===== config.mk =====
export PLATFORM = sky130hd
export DESIGN_NAME = i2c_bit_engine
export DESIGN_NICKNAME = d
export VERILOG_FILES = /design/src/rtl/i2c_pkg.sv /design/src/rtl/i2c_quarter_timer.sv /design/src/rtl/i2c_bit_engine.sv
export SDC_FILE = /design/constraint.sdc
export NUM_CORES = 1
export LEC_CHECK = 0
export CORE_ASPECT_RATIO = 2
export CORE_MARGIN = 5
export CORE_UTILIZATION = 35
export DETAILED_ROUTE_END_ITERATION = 16
export SLEW_MARGIN = 20
export SYNTH_ARGS = -nofsm -noshare
export SYNTH_HDL_FRONTEND = slang
export SYNTH_SLANG_ARGS = --single-unit

===== constraint.sdc =====
create_clock -name clk -period 1.9 [get_ports clk]
set_input_delay 0.19 -clock clk [delete_from_list [all_inputs] [get_ports clk]]
set_output_delay 0.19 -clock clk [all_outputs]
set_load 0.01 [all_outputs]

===== src/rtl/i2c_pkg.sv =====
// rtl/i2c_pkg.sv - shared state encoding and line constants for the I2C bit engine
package i2c_pkg;

    localparam int   I2C_CLK_DIV = 250;
    localparam logic I2C_RELEASE = 1'b0;
    localparam logic I2C_PULL    = 1'b1;

    typedef enum logic [4:0] {
        ST_IDLE,
        ST_START1,
        ST_START2,
        ST_RESTART,
        ST_BIT_Q0,
        ST_BIT_Q1,
        ST_BIT_Q2,
        ST_BIT_Q3,
        ST_ACK_Q0,
        ST_ACK_Q1,
        ST_ACK_Q2,
        ST_ACK_Q3,
        ST_HOLD,
        ST_STOP1,
        ST_STOP2,
        ST_STOP3
    } i2c_bit_state_t;

    // Quarters in which SCL has just been released and a slave may hold it low.
    function automatic logic is_stretch_state(input i2c_bit_state_t s);
        return (s == ST_BIT_Q2) || (s == ST_ACK_Q2) || (s == ST_START1) || (s == ST_STOP2);
    endfunction

endpackage


===== src/rtl/i2c_quarter_timer.sv =====
// rtl/i2c_quarter_timer.sv - quarter-SCL-period counter with clock-stretch freeze
module i2c_quarter_timer
    import i2c_pkg::*;
#(
    parameter int CLK_DIV = I2C_CLK_DIV,
    parameter int CNT_W   = $clog2(CLK_DIV)
) (
    input  logic clk,
    input  logic rst_n,
    input  logic run,
    input  logic stall,
    output logic tick
);

    localparam logic [CNT_W-1:0] CNT_MAX = CNT_W'(CLK_DIV - 1);

    logic [CNT_W-1:0] cnt_q;
    logic [CNT_W-1:0] cnt_d;

    always_comb begin
        cnt_d = cnt_q;
        tick  = 1'b0;
        if (!run) begin
            cnt_d = '0;
        end else if (!stall) begin
            if (cnt_q == CNT_MAX) begin
                cnt_d = '0;
                tick  = 1'b1;
            end else begin
                cnt_d = cnt_q + CNT_W'(1);
            end
        end
    end

    always_ff @(posedge clk) begin
        if (!rst_n) begin
            cnt_q <= '0;
        end else begin
            cnt_q <= cnt_d;
        end
    end

endmodule


===== src/rtl/i2c_bit_engine.sv =====
// rtl/i2c_bit_engine.sv - bit-level I2C master: START/bit/ACK/STOP to open-drain SCL/SDA
module i2c_bit_engine
    import i2c_pkg::*;
#(
    parameter int CLK_DIV = I2C_CLK_DIV,
    parameter int CNT_W   = $clog2(CLK_DIV)
) (
    input  logic clk,
    input  logic rst_n,
    input  logic start_req,
    input  logic stop_req,
    input  logic bit_valid,
    input  logic bit_in,
    input  logic ack_req,
    output logic cmd_ready,
    output logic ack_valid,
    output logic ack_nack,
    output logic busy,
    input  logic sda_in,
    input  logic scl_in,
    output logic sda_oe,
    output logic scl_oe
);

    i2c_bit_state_t state_q, state_d;
    logic           phase_q, phase_d;
    logic           bit_q, bit_d;
    logic           sda_last_q;
    logic           ack_valid_q, ack_valid_d;
    logic           ack_nack_q, ack_nack_d;
    logic           scl_drv, sda_drv;
    logic           run, stall, tick;

    assign run   = (state_q != ST_IDLE) && (state_q != ST_HOLD);
    assign stall = is_stretch_state(state_q) && (scl_drv == I2C_RELEASE) && !scl_in;

    i2c_quarter_timer #(
        .CLK_DIV (CLK_DIV),
        .CNT_W   (CNT_W)
    ) u_timer (
        .clk   (clk),
        .rst_n (rst_n),
        .run   (run),
        .stall (stall),
        .tick  (tick)
    );

    // Line levels depend only on state so the stretch path has no loop through tick.
    always_comb begin
        scl_drv = I2C_RELEASE;
        sda_drv = I2C_RELEASE;
        unique case (state_q)
            ST_START2:  sda_drv = I2C_PULL;
            ST_RESTART: scl_drv = I2C_PULL;
            ST_HOLD: begin
                scl_drv = I2C_PULL;
                sda_drv = sda_last_q;
            end
            ST_BIT_Q0, ST_BIT_Q1: begin
                scl_drv = I2C_PULL;
                sda_drv = ~bit_q;
            end
            ST_BIT_Q2, ST_BIT_Q3: sda_drv = ~bit_q;
            ST_ACK_Q0, ST_ACK_Q1: scl_drv = I2C_PULL;
            ST_STOP1: begin
                scl_drv = I2C_PULL;
                sda_drv = I2C_PULL;
            end
            ST_STOP2:   sda_drv = I2C_PULL;
            default: begin
                scl_drv = I2C_RELEASE;
                sda_drv = I2C_RELEASE;
            end
        endcase
    end

    always_comb begin
        state_d     = state_q;
        phase_d     = phase_q;
        bit_d       = bit_q;
        ack_valid_d = 1'b0;
        ack_nack_d  = ack_nack_q;
        unique case (state_q)
            ST_IDLE: begin
                if (start_req) state_d = ST_START1;
            end
            ST_START1:  if (tick) state_d = ST_START2;
            ST_START2: begin
                if (tick) begin
                    phase_d = ~phase_q;
                    if (phase_q) state_d = ST_HOLD;
                end
            end
            ST_RESTART: if (tick) state_d = ST_START1;
            ST_HOLD: begin
                if (start_req) begin
                    state_d = ST_RESTART;
                end else if (stop_req) begin
                    state_d = ST_STOP1;
                end else if (ack_req) begin
                    state_d = ST_ACK_Q0;
                end else if (bit_valid) begin
                    bit_d   = bit_in;
                    state_d = ST_BIT_Q0;
                end
            end
            ST_BIT_Q0:  if (tick) state_d = ST_BIT_Q1;
            ST_BIT_Q1:  if (tick) state_d = ST_BIT_Q2;
            ST_BIT_Q2:  if (tick) state_d = ST_BIT_Q3;
            ST_BIT_Q3:  if (tick) state_d = ST_HOLD;
            ST_ACK_Q0:  if (tick) state_d = ST_ACK_Q1;
            ST_ACK_Q1:  if (tick) state_d = ST_ACK_Q2;
            ST_ACK_Q2: begin
                if (tick) begin
                    ack_nack_d = sda_in;
                    state_d    = ST_ACK_Q3;
                end
            end
            ST_ACK_Q3: begin
                if (tick) begin
                    ack_valid_d = 1'b1;
                    state_d     = ST_HOLD;
                end
            end
            ST_STOP1:   if (tick) state_d = ST_STOP2;
            ST_STOP2:   if (tick) state_d = ST_STOP3;
            ST_STOP3: begin
                if (tick) begin
                    phase_d = ~phase_q;
                    if (phase_q) state_d = ST_IDLE;
                end
            end
            default:    state_d = ST_IDLE;
        endcase
    end

    always_ff @(posedge clk) begin
        if (!rst_n) begin
            state_q     <= ST_IDLE;
            phase_q     <= 1'b0;
            bit_q       <= 1'b0;
            sda_last_q  <= I2C_RELEASE;
            ack_valid_q <= 1'b0;
            ack_nack_q  <= 1'b0;
        end else begin
            state_q     <= state_d;
            phase_q     <= phase_d;
            bit_q       <= bit_d;
            sda_last_q  <= sda_drv;
            ack_valid_q <= ack_valid_d;
            ack_nack_q  <= ack_nack_d;
        end
    end

    assign cmd_ready = rst_n && ((state_q == ST_IDLE) || (state_q == ST_HOLD));
    assign busy      = (state_q != ST_IDLE);
    assign ack_valid = ack_valid_q;
    assign ack_nack  = ack_nack_q;
    assign sda_oe    = sda_drv;
    assign scl_oe    = scl_drv;

endmodule


==> out/metrics.yaml, run 1 <==
ir_worst_vdd_mv: 0.431
drcViolationCount: 0
final_nets: 164
status: "finished clean"
cp_slowest_cell: "clkdlybuf4s50_1"
grt_max_degree: 13
grt_pass1_wl_mm: 4.53
path_cells: "buf_4 -> nand2_1 -> mux2i_1 -> clkdlybuf4s50_1"
post-place-ws_ps: 62.5
arrival_ps: 1640
clk_latency_ps: 260
antenna_cells: 0
min_period_over_period_pct: 96.6
clockBufferDepth: 2
cts_tree: "yes"
placed_cell_area_mm2: 0.00126
synth_ff_type: "dfxtp_1"
hpwl_mm: 2.16
cp_max_fo: 12
cap_viol_max_count: 0
drv_slew: 0
antenna_found_initial: 0
io_pins: 15
clock.fmax_mhz: 545
finalWirelength_mm: 2.80
p_leak_nw: 0.539
hp-class: "flip-flop to flip-flop"
ctsRootBufferMaster: "clkbuf_8"
synth_nets: 139
skew_ps: 4.00
cts-htree-levels: 1
cts-buffers-inserted: 3
drt-initial-drc-count: 18
relSlewSlack_pct: 77.3
port_buffers: 14
setup_violations: 0
gp_congestion: 0.865
period_minus_slack_ps: 1830
first_pass_iters: 4
yosys_warnings: 0
dp_cells: 177
design_area_mm2: 0.00133
clkSinkCount: 17
grt_pass1_vias: 1072
die_h_um: 86.3
synth_area_mm2: 0.00102
drive_above_1_share_pct: 18.4
wire_per_inst_um: 15.5
synth.distinct_cells: 38
coreArea_mm2: 0.00277
async_flop_share_pct: 0
synthCells: 128
whs_ps: 489
path_class: "flip-flop to primary output"
fin_cells: 181
ys_ff_latch: 17
vias: 1023
endpoint_kind: "primary output"
setup_tns_ps: 0
area_growth_pct: 31.0
cts.hold.buffers_added: 0
critical_path_required_ps: 1710
utilization_pct: 48.1
final_cell_mix: "nor2_1 (13), buf_4 (13), clkdlybuf4s50_1 (12)"
avgViaCountPerCell: 5.65
track_usage_pct: 15.1
slowest_delay_ps: 560
dieArea_mm2: 0.00415
synth_edf_count: 0
grt.overflow.total: 0
hold_violations: 0
clk_pin_slew_worst_paths_ps: 60
start_util_pct: 36.8
cellPowerDensity_mw_per_mm2: 1180
ant_nets: 0
placementRows: 27
cp-start-kind: "flip-flop"
yosysSeqAreaShare_pct: 33.4
die_x_um: 48.1
p_total_mw: 1.57
post-route-worst-setup-slack_ps: 65.4
syn_area_per_cell_um2: 7.96
worst_pin_slew_ps: 340
what timing repair did:
| item | CTS | global route |
|---|---|---|
| setup buffers | 0 | 0 |
| gates resized for setup | 6 | 6 |
| hold endpoints to repair | 0 | 0 |
| pin swaps | 0 | 1 |
| setup endpoints to repair | 3 | 12 |
cells in the mapped netlist, types with 2 or more instances:
cell type	n	area share (%)
o2111ai_1	4	3.4
o41ai_1	2	1.7
o21ai_1	4	2.0
o21ai_0	6	2.9
nor2b_1	2	1.2
nor3_1	3	1.5
nor2_1	15	5.5
xor2_1	7	6.0
and3_1	3	1.8
mux2i_1	5	4.9
inv_1	8	2.9
nand2_1	11	4.1
dfxtp_1	17	33
or2_1	2	1.2
a21oi_1	5	2.5
o211ai_1	3	2.2
nand3_1	4	2.0
clkbuf_1	6	2.2
ha_1	2	2.5
flip-flops by register name, indices dropped and copies added, names as in the netlist:
name and count:
ack_nack 1, ack_valid 1, bit_q 1, phase_q 1
sda_last_q 1, state_q 4, u_timer.cnt_q 8
cells by family after synthesis:
logic type	Yosys count	share of synthesized area, %
and+or+nand+nor	46	21.9
AOI/OAI and AO/OA	35	24.8
DFF	17	33.4
buffers and inverters	15	5.65
xor gates and xnor gates	8	6.88
muxes	5	4.91
adders and majority gates	2	2.46
critical path, delay by kind of cell, from the launching register on:
kind | cells | cell delay [ps]
buffers and inverters | 2 | 740
DFF | 1 | 450
muxes | 1 | 150
and+or+nand+nor | 1 | 50
power by group:
part           switching [mW]  internal [mW]  total, mW
Sequential             0.0773          0.411      0.489
Clock                   0.122          0.149      0.271
Combinational           0.414          0.401      0.815
Total                   0.613          0.962       1.57
area by class of cell:
type                       count  area (um^2)
multi-input combinational     96          636
tap                           29         36.3
sequential                    17          348
inverter                       8         30.0
timing repair buffer          27          239
clock buffer                   4         45.0
fill                         276         1440
worst paths after layout:
| kind | slack, ps | cells past startpoint | end | from |
|---|---|---|---|---|
| worst min register to register | 490 | 2 | u_timer.cnt_q[1] | u_timer.cnt_q[1] |
| worst max register to register | 140 | 6 | state_q[2] | u_timer.cnt_q[5] |
| worst min-delay path | 490 | 2 | u_timer.cnt_q[1] | u_timer.cnt_q[1] |
| worst max-delay path | 70 | 4 | scl_oe | state_q[1] |
layer usage:
| metal | track usage, % | vias to the layer above | share of wire (%) |
|---|---|---|---|
| met2 | 26.7 | 22 | 57 |
| met1 | 14.6 | 484 | 36 |
| li1 | - | 508 | - |
| met3 | 2.49 | 9 | 2.7 |
| met5 | 0 | - | 0 |
| met4 | 9.56 | 0 | 3.8 |
No activity file was read; power rests on OpenSTA's default activity.
==> run 2, diff against run 1 <==
- clock period: 1.9 -> 1.86 ns (I/O delays scaled with it)
==> out/metrics.yaml, run 2 (same netlist as run 1, synthesis figures left out) <==
status: "finished clean"
cp_slowest_cell: "clkdlybuf4s50_1"
gp_congestion: 0.860  # -0.56%
whs_ps: 490  # +0.210 ps
finalWirelength_mm: 2.70  # -3.6%
clockBufferDepth: 2  # unchanged
rr_endpoint: "state_q[2]"
slowest_delay_ps: 550  # about the same
rr_startpoint: "state_q[3]"
drive_above_1_share_pct: 16.8  # -1.6 points
first_pass_iters: 4  # unchanged
clk_pin_slew_worst_paths_ps: 60  # about the same
hpwl_mm: 2.18  # +0.73%
top_register: "u_timer.cnt_q"
clock.fmax_mhz: 561
dp_cells: 180  # +1.7%
min_delay_worst_endpoint: "ack_nack"
grt_pass1_wl_mm: 4.35  # -3.8%
start_util_pct: 36.8  # unchanged
p_total_mw: 1.63  # +3.4%
avgViaCountPerCell: 5.51  # -2.5%
critPathTopFamily: "buffers and inverters"
path_cells: "nor2_4 -> mux2i_1 -> clkdlybuf4s50_1"
path_buf_inv: 1  # -1
antenna_cells: 0  # unchanged
skew_ps: 1.00  # -3.00 ps
path_class: "flip-flop to primary output"
rsz0062_at_grt: "no"
hp-class: "flip-flop to flip-flop"
min_period_over_period_pct: 95.9
utilization_pct: 48.7  # +0.54 points
fillCellCount: 289  # +4.7%
period_minus_slack_ps: 1780
vias: 1014  # -0.88%
critical_path_required_ps: 1670  # -40 ps
clkSinkCount: 17  # unchanged
grt_pass1_vias: 1008  # -6.0%
final_common_cell: "buf_4"
dieArea_mm2: 0.00415  # unchanged
rrSetupSlack_ps: 120  # -20 ps
cts-buffers-inserted: 3  # unchanged
clk_latency_ps: 250  # about the same
port_buffers: 14  # unchanged
design_area_mm2: 0.00135  # +1.1%
die_x_um: 48.1  # unchanged
fin_cells: 184  # +1.7%
grt_max_degree: 13  # unchanged
drcViolationCount: 0  # unchanged
seqCellArea_um2: 343  # -1.4%
drt-initial-drc-count: 11  # -7
hold_violations: 0  # unchanged
setup_violations: 0  # unchanged
grt.overflow.total: 0  # unchanged
cp-start-kind: "flip-flop"
cts_tree: "yes"
final_nets: 167  # +1.8%
multi_input_comb_area_um2: 637  # +0.20%
largest_register_ff_count: 8  # unchanged
track_usage_pct: 14.6  # -0.48 points
area_growth_pct: 32.4
endpoint_kind: "primary output"
placementRows: 27  # unchanged
post-place-ws_ps: 81.2  # +18.7 ps
cts-htree-levels: 1  # unchanged
ir_worst_vdd_mv: 0.652  # +51%
die_h_um: 86.3  # unchanged
antenna_found_initial: 0  # unchanged
p_leak_nw: 0.544  # +0.91%
arrival_ps: 1600  # -40 ps
coreArea_mm2: 0.00277  # unchanged
final_cell_mix: "buf_4 (16), dfxtp_1 (15), nor2_1 (13)"
relSlewSlack_pct: 76.3  # -0.95 points
cap_viol_max_count: 0  # unchanged
io_pins: 15  # unchanged
cellPowerDensity_mw_per_mm2: 1210  # +2.3%
cp_max_fo: 6  # -6
post-route-worst-setup-slack_ps: 76.7  # +11.3 ps
cts.hold.buffers_added: 0  # unchanged
drv_slew: 0  # unchanged
ant_nets: 0  # unchanged
holdPathStages: 2  # unchanged
reg2reg_depth: 6  # unchanged
worst_pin_slew_ps: 351  # +10.5 ps
ctsRootBufferMaster: "clkbuf_8"
placed_cell_area_mm2: 0.00129  # +1.8%
wire_per_inst_um: 14.7  # -5.2%
hp-start: "ack_nack"
top_regs: "u_timer.cnt_q x8, state_q x4"
setup_tns_ps: 0  # unchanged
[run 2: cell types whose count changed in the layout (fill, tap and decap cells not counted)]
cell,delta
dfxtp_1,+4
dlymetal6s2s_1,-1
o21ai_1,+1
nor2_2,-1
dlygate4sd2_1,+1
nor2_4,+1
dfxtp_2,-4
o21ai_2,-1
buf_4,+3
[run 2: area by class of cell]
type	count	area share (%)
clock buffer	4	3.34
inverter	8	2.23
multi-input combinational	96	47.2
sequential	17	25.4
tap	29	2.69
timing repair buffer	30	19.1
[run 2: repair_timing]
item / in CTS / in global routing
pin swaps: 0 / 2
endpoints found under the setup margin: 3 / 8
gates cloned: 0 / 0
gates resized for setup: 7 / 1
setup buffers: 0 / 0
[run 2: power by group]
part	total (mW)	internal, mW	switching [mW]
Clock	0.276	0.152	0.124
Combinational	0.859	0.431	0.427
Sequential	0.494	0.417	0.0767
Total	1.63	1.00	0.628
[run 2: worst max path at each step]
stage	from	to	slack (ps)	depth (start not counted)
final	state_q[3]	scl_oe	80	3
after global routing	u_timer.cnt_q[4]	state_q[0]	9	6
after CTS	state_q[3]	scl_oe	80	3
after detailed placement	state_q[1]	u_timer.cnt_q[1]	80	5
after global placement	state_q[3]	cmd_ready	120	4
after floorplan	state_q[3]	state_q[0]	40	5
[run 2: worst min-delay path, delay by kind of cell (launching register included)]
kind	cells	cell delay, ps
AO/OA/AOI/OAI	2	140
flip-flops	1	310
[run 2: metal layers]
layer | vias up | global-route usage [%] | wire length (um)
li1 | 520 | - | -
met1 | 473 | 14.0 | 1040
met2 | 14 | 26.0 | 1510
met3 | 7 | 1.87 | 66
met4 | 0 | 9.80 | 82
met5 | - | 0 | 0
==> run 3, diff against run 2 <==
- SETUP_SLACK_MARGIN: not set -> 0.1
==> out/metrics.yaml, run 3 (same netlist as run 1, synthesis figures left out) <==
wire_per_inst_um: 14.4  # -2.2%
area_growth_pct: 39.7
grt_pass1_vias: 1026  # +1.8%
gp_congestion: 0.864  # +0.49%
placementRows: 27  # unchanged
die_h_um: 86.3  # unchanged
endpoint_kind: "flip-flop"
cp_max_fo: 4  # -2
final_cell_mix: "buf_4 (23), nor2_1 (14), nand2_1 (11), clkdlybuf4s50_1 (11), dfxtp_1 (9)"
vias: 1050  # +3.6%
cts_tree: "yes"
die_x_um: 48.1  # unchanged
cp-start-kind: "flip-flop"
skew_ps: 2.89  # +1.88 ps
start_util_pct: 36.8  # unchanged
io_pins: 15  # unchanged
setup_violations: 0  # unchanged
ir_worst_vdd_mv: 0.559  # -14%
drcViolationCount: 0  # unchanged
grt_max_degree: 13  # unchanged
setup_tns_ps: 0  # unchanged
cap_viol_max_count: 0  # unchanged
cts-htree-levels: 1  # unchanged
cts-buffers-inserted: 3  # unchanged
worst_pin_slew_ps: 330  # -21.1 ps
clk_latency_ps: 250  # about the same
hp-class: "flip-flop to flip-flop"
track_usage_pct: 14.5  # -0.14 points
clockBufferDepth: 2  # unchanged
p_leak_nw: 0.596  # +9.6%
critical_path_required_ps: 2030  # +360 ps
drt-initial-drc-count: 24  # +13
avgViaCountPerCell: 5.50  # -0.24%
cts.hold.buffers_added: 0  # unchanged
first_pass_iters: 4  # unchanged
antenna_cells: 0  # unchanged
rsz0062_at_grt: "yes"
clkSinkCount: 17  # unchanged
status: "finished clean"
final_common_cell: "buf_4"
finalWirelength_mm: 2.74  # +1.6%
min_period_over_period_pct: 91.4  # -4.5 points
top_register: "u_timer.cnt_q"
dieArea_mm2: 0.00415  # unchanged
cellPowerDensity_mw_per_mm2: 1170  # -3.0%
drv_slew: 0  # unchanged
coreArea_mm2: 0.00277  # unchanged
ctsRootBufferMaster: "clkbuf_8"
ant_nets: 0  # unchanged
largest_register_ff_count: 8  # unchanged
arrival_ps: 1870  # +270 ps
dp_cells: 185  # +2.8%
final_nets: 174  # +4.2%
grt_pass1_wl_mm: 4.43  # +1.7%
fin_cells: 191  # +3.8%
hold_violations: 0  # unchanged
drive_above_1_share_pct: 26.5  # +9.8 points
top_regs: "u_timer.cnt_q x8, state_q x4"
relSlewSlack_pct: 77.7  # +1.4 points
hpwl_mm: 2.20  # +1.2%
grt.overflow.total: 0  # unchanged
period_minus_slack_ps: 1700  # -83.6 ps
port_buffers: 14  # unchanged
clock.fmax_mhz: 588  # +4.9%
antenna_found_initial: 0  # unchanged
path_class: "flip-flop to flip-flop"
clk_pin_slew_worst_paths_ps: 70  # about the same
[run 3: path summary, 6_finish.rpt]
kind,from,end,slack [ps],cells past startpoint
worst max-delay path,u_timer.cnt_q[1],state_q[0],160,7
worst min-delay path,u_timer.cnt_q[1],u_timer.cnt_q[1],470,2
worst max register to register,u_timer.cnt_q[1],state_q[0],160,7
worst min register to register,u_timer.cnt_q[1],u_timer.cnt_q[1],470,2
[run 3: final cells by class]
class | instances | area [um^2]
clock buffer | 3 | 41.3
clock inverter | 1 | 5.00
fill | 276 | 1350
inverter | 8 | 30.0
multi-input combinational | 96 | 646
sequential | 17 | 355
tap | 29 | 36.3
timing repair buffer | 37 | 309
[run 3: stage by stage]
step / hold WS [ps] / util [%] / area [um^2] / setup WS [ps] / total power [mW]
finish: 473 / 51.4 / 1420 / 160 / 1.67
global route: 510 / 51.4 / 1420 / 81.0 / 1.79
CTS: 493 / 50.7 / 1410 / 103 / 1.67
detailed placement: 489 / 48.2 / 1340 / -39.9 / 1.36
global placement: 469 / 48.2 / 1340 / 50.1 / 1.35
floorplan: 322 / - / 1030 / 78.7 / 0.980
[run 3: worst max-delay path, stage by stage, from the launching register on]
cell      delay [ps]
dfxtp_2          330
inv_1             50
ha_1             160
and4b_2          270
o21ai_4           60
a222oi_1         350
buf_4            200
mux2i_1          190
[run 3: repair_timing]
item	in CTS	in global routing
pin swaps	1	0
hold endpoints to repair	0	0
gates cloned	0	0
resized for setup	9	9
endpoints found under the setup margin	15	12
setup buffers	1	1
[run 3: power breakdown]
group	switching [mW]	total [mW]	internal, mW
Sequential	0.0857	0.510	0.424
Clock	0.124	0.273	0.148
Combinational	0.429	0.883	0.454
Total	0.639	1.67	1.03
[run 3: layer usage]
layer  global-route usage [%]  wire length (um)
met5                        0                 0
met2                     26.5              1550
met4                     5.88                87
met3                     1.87               101
met1                     15.0              1000
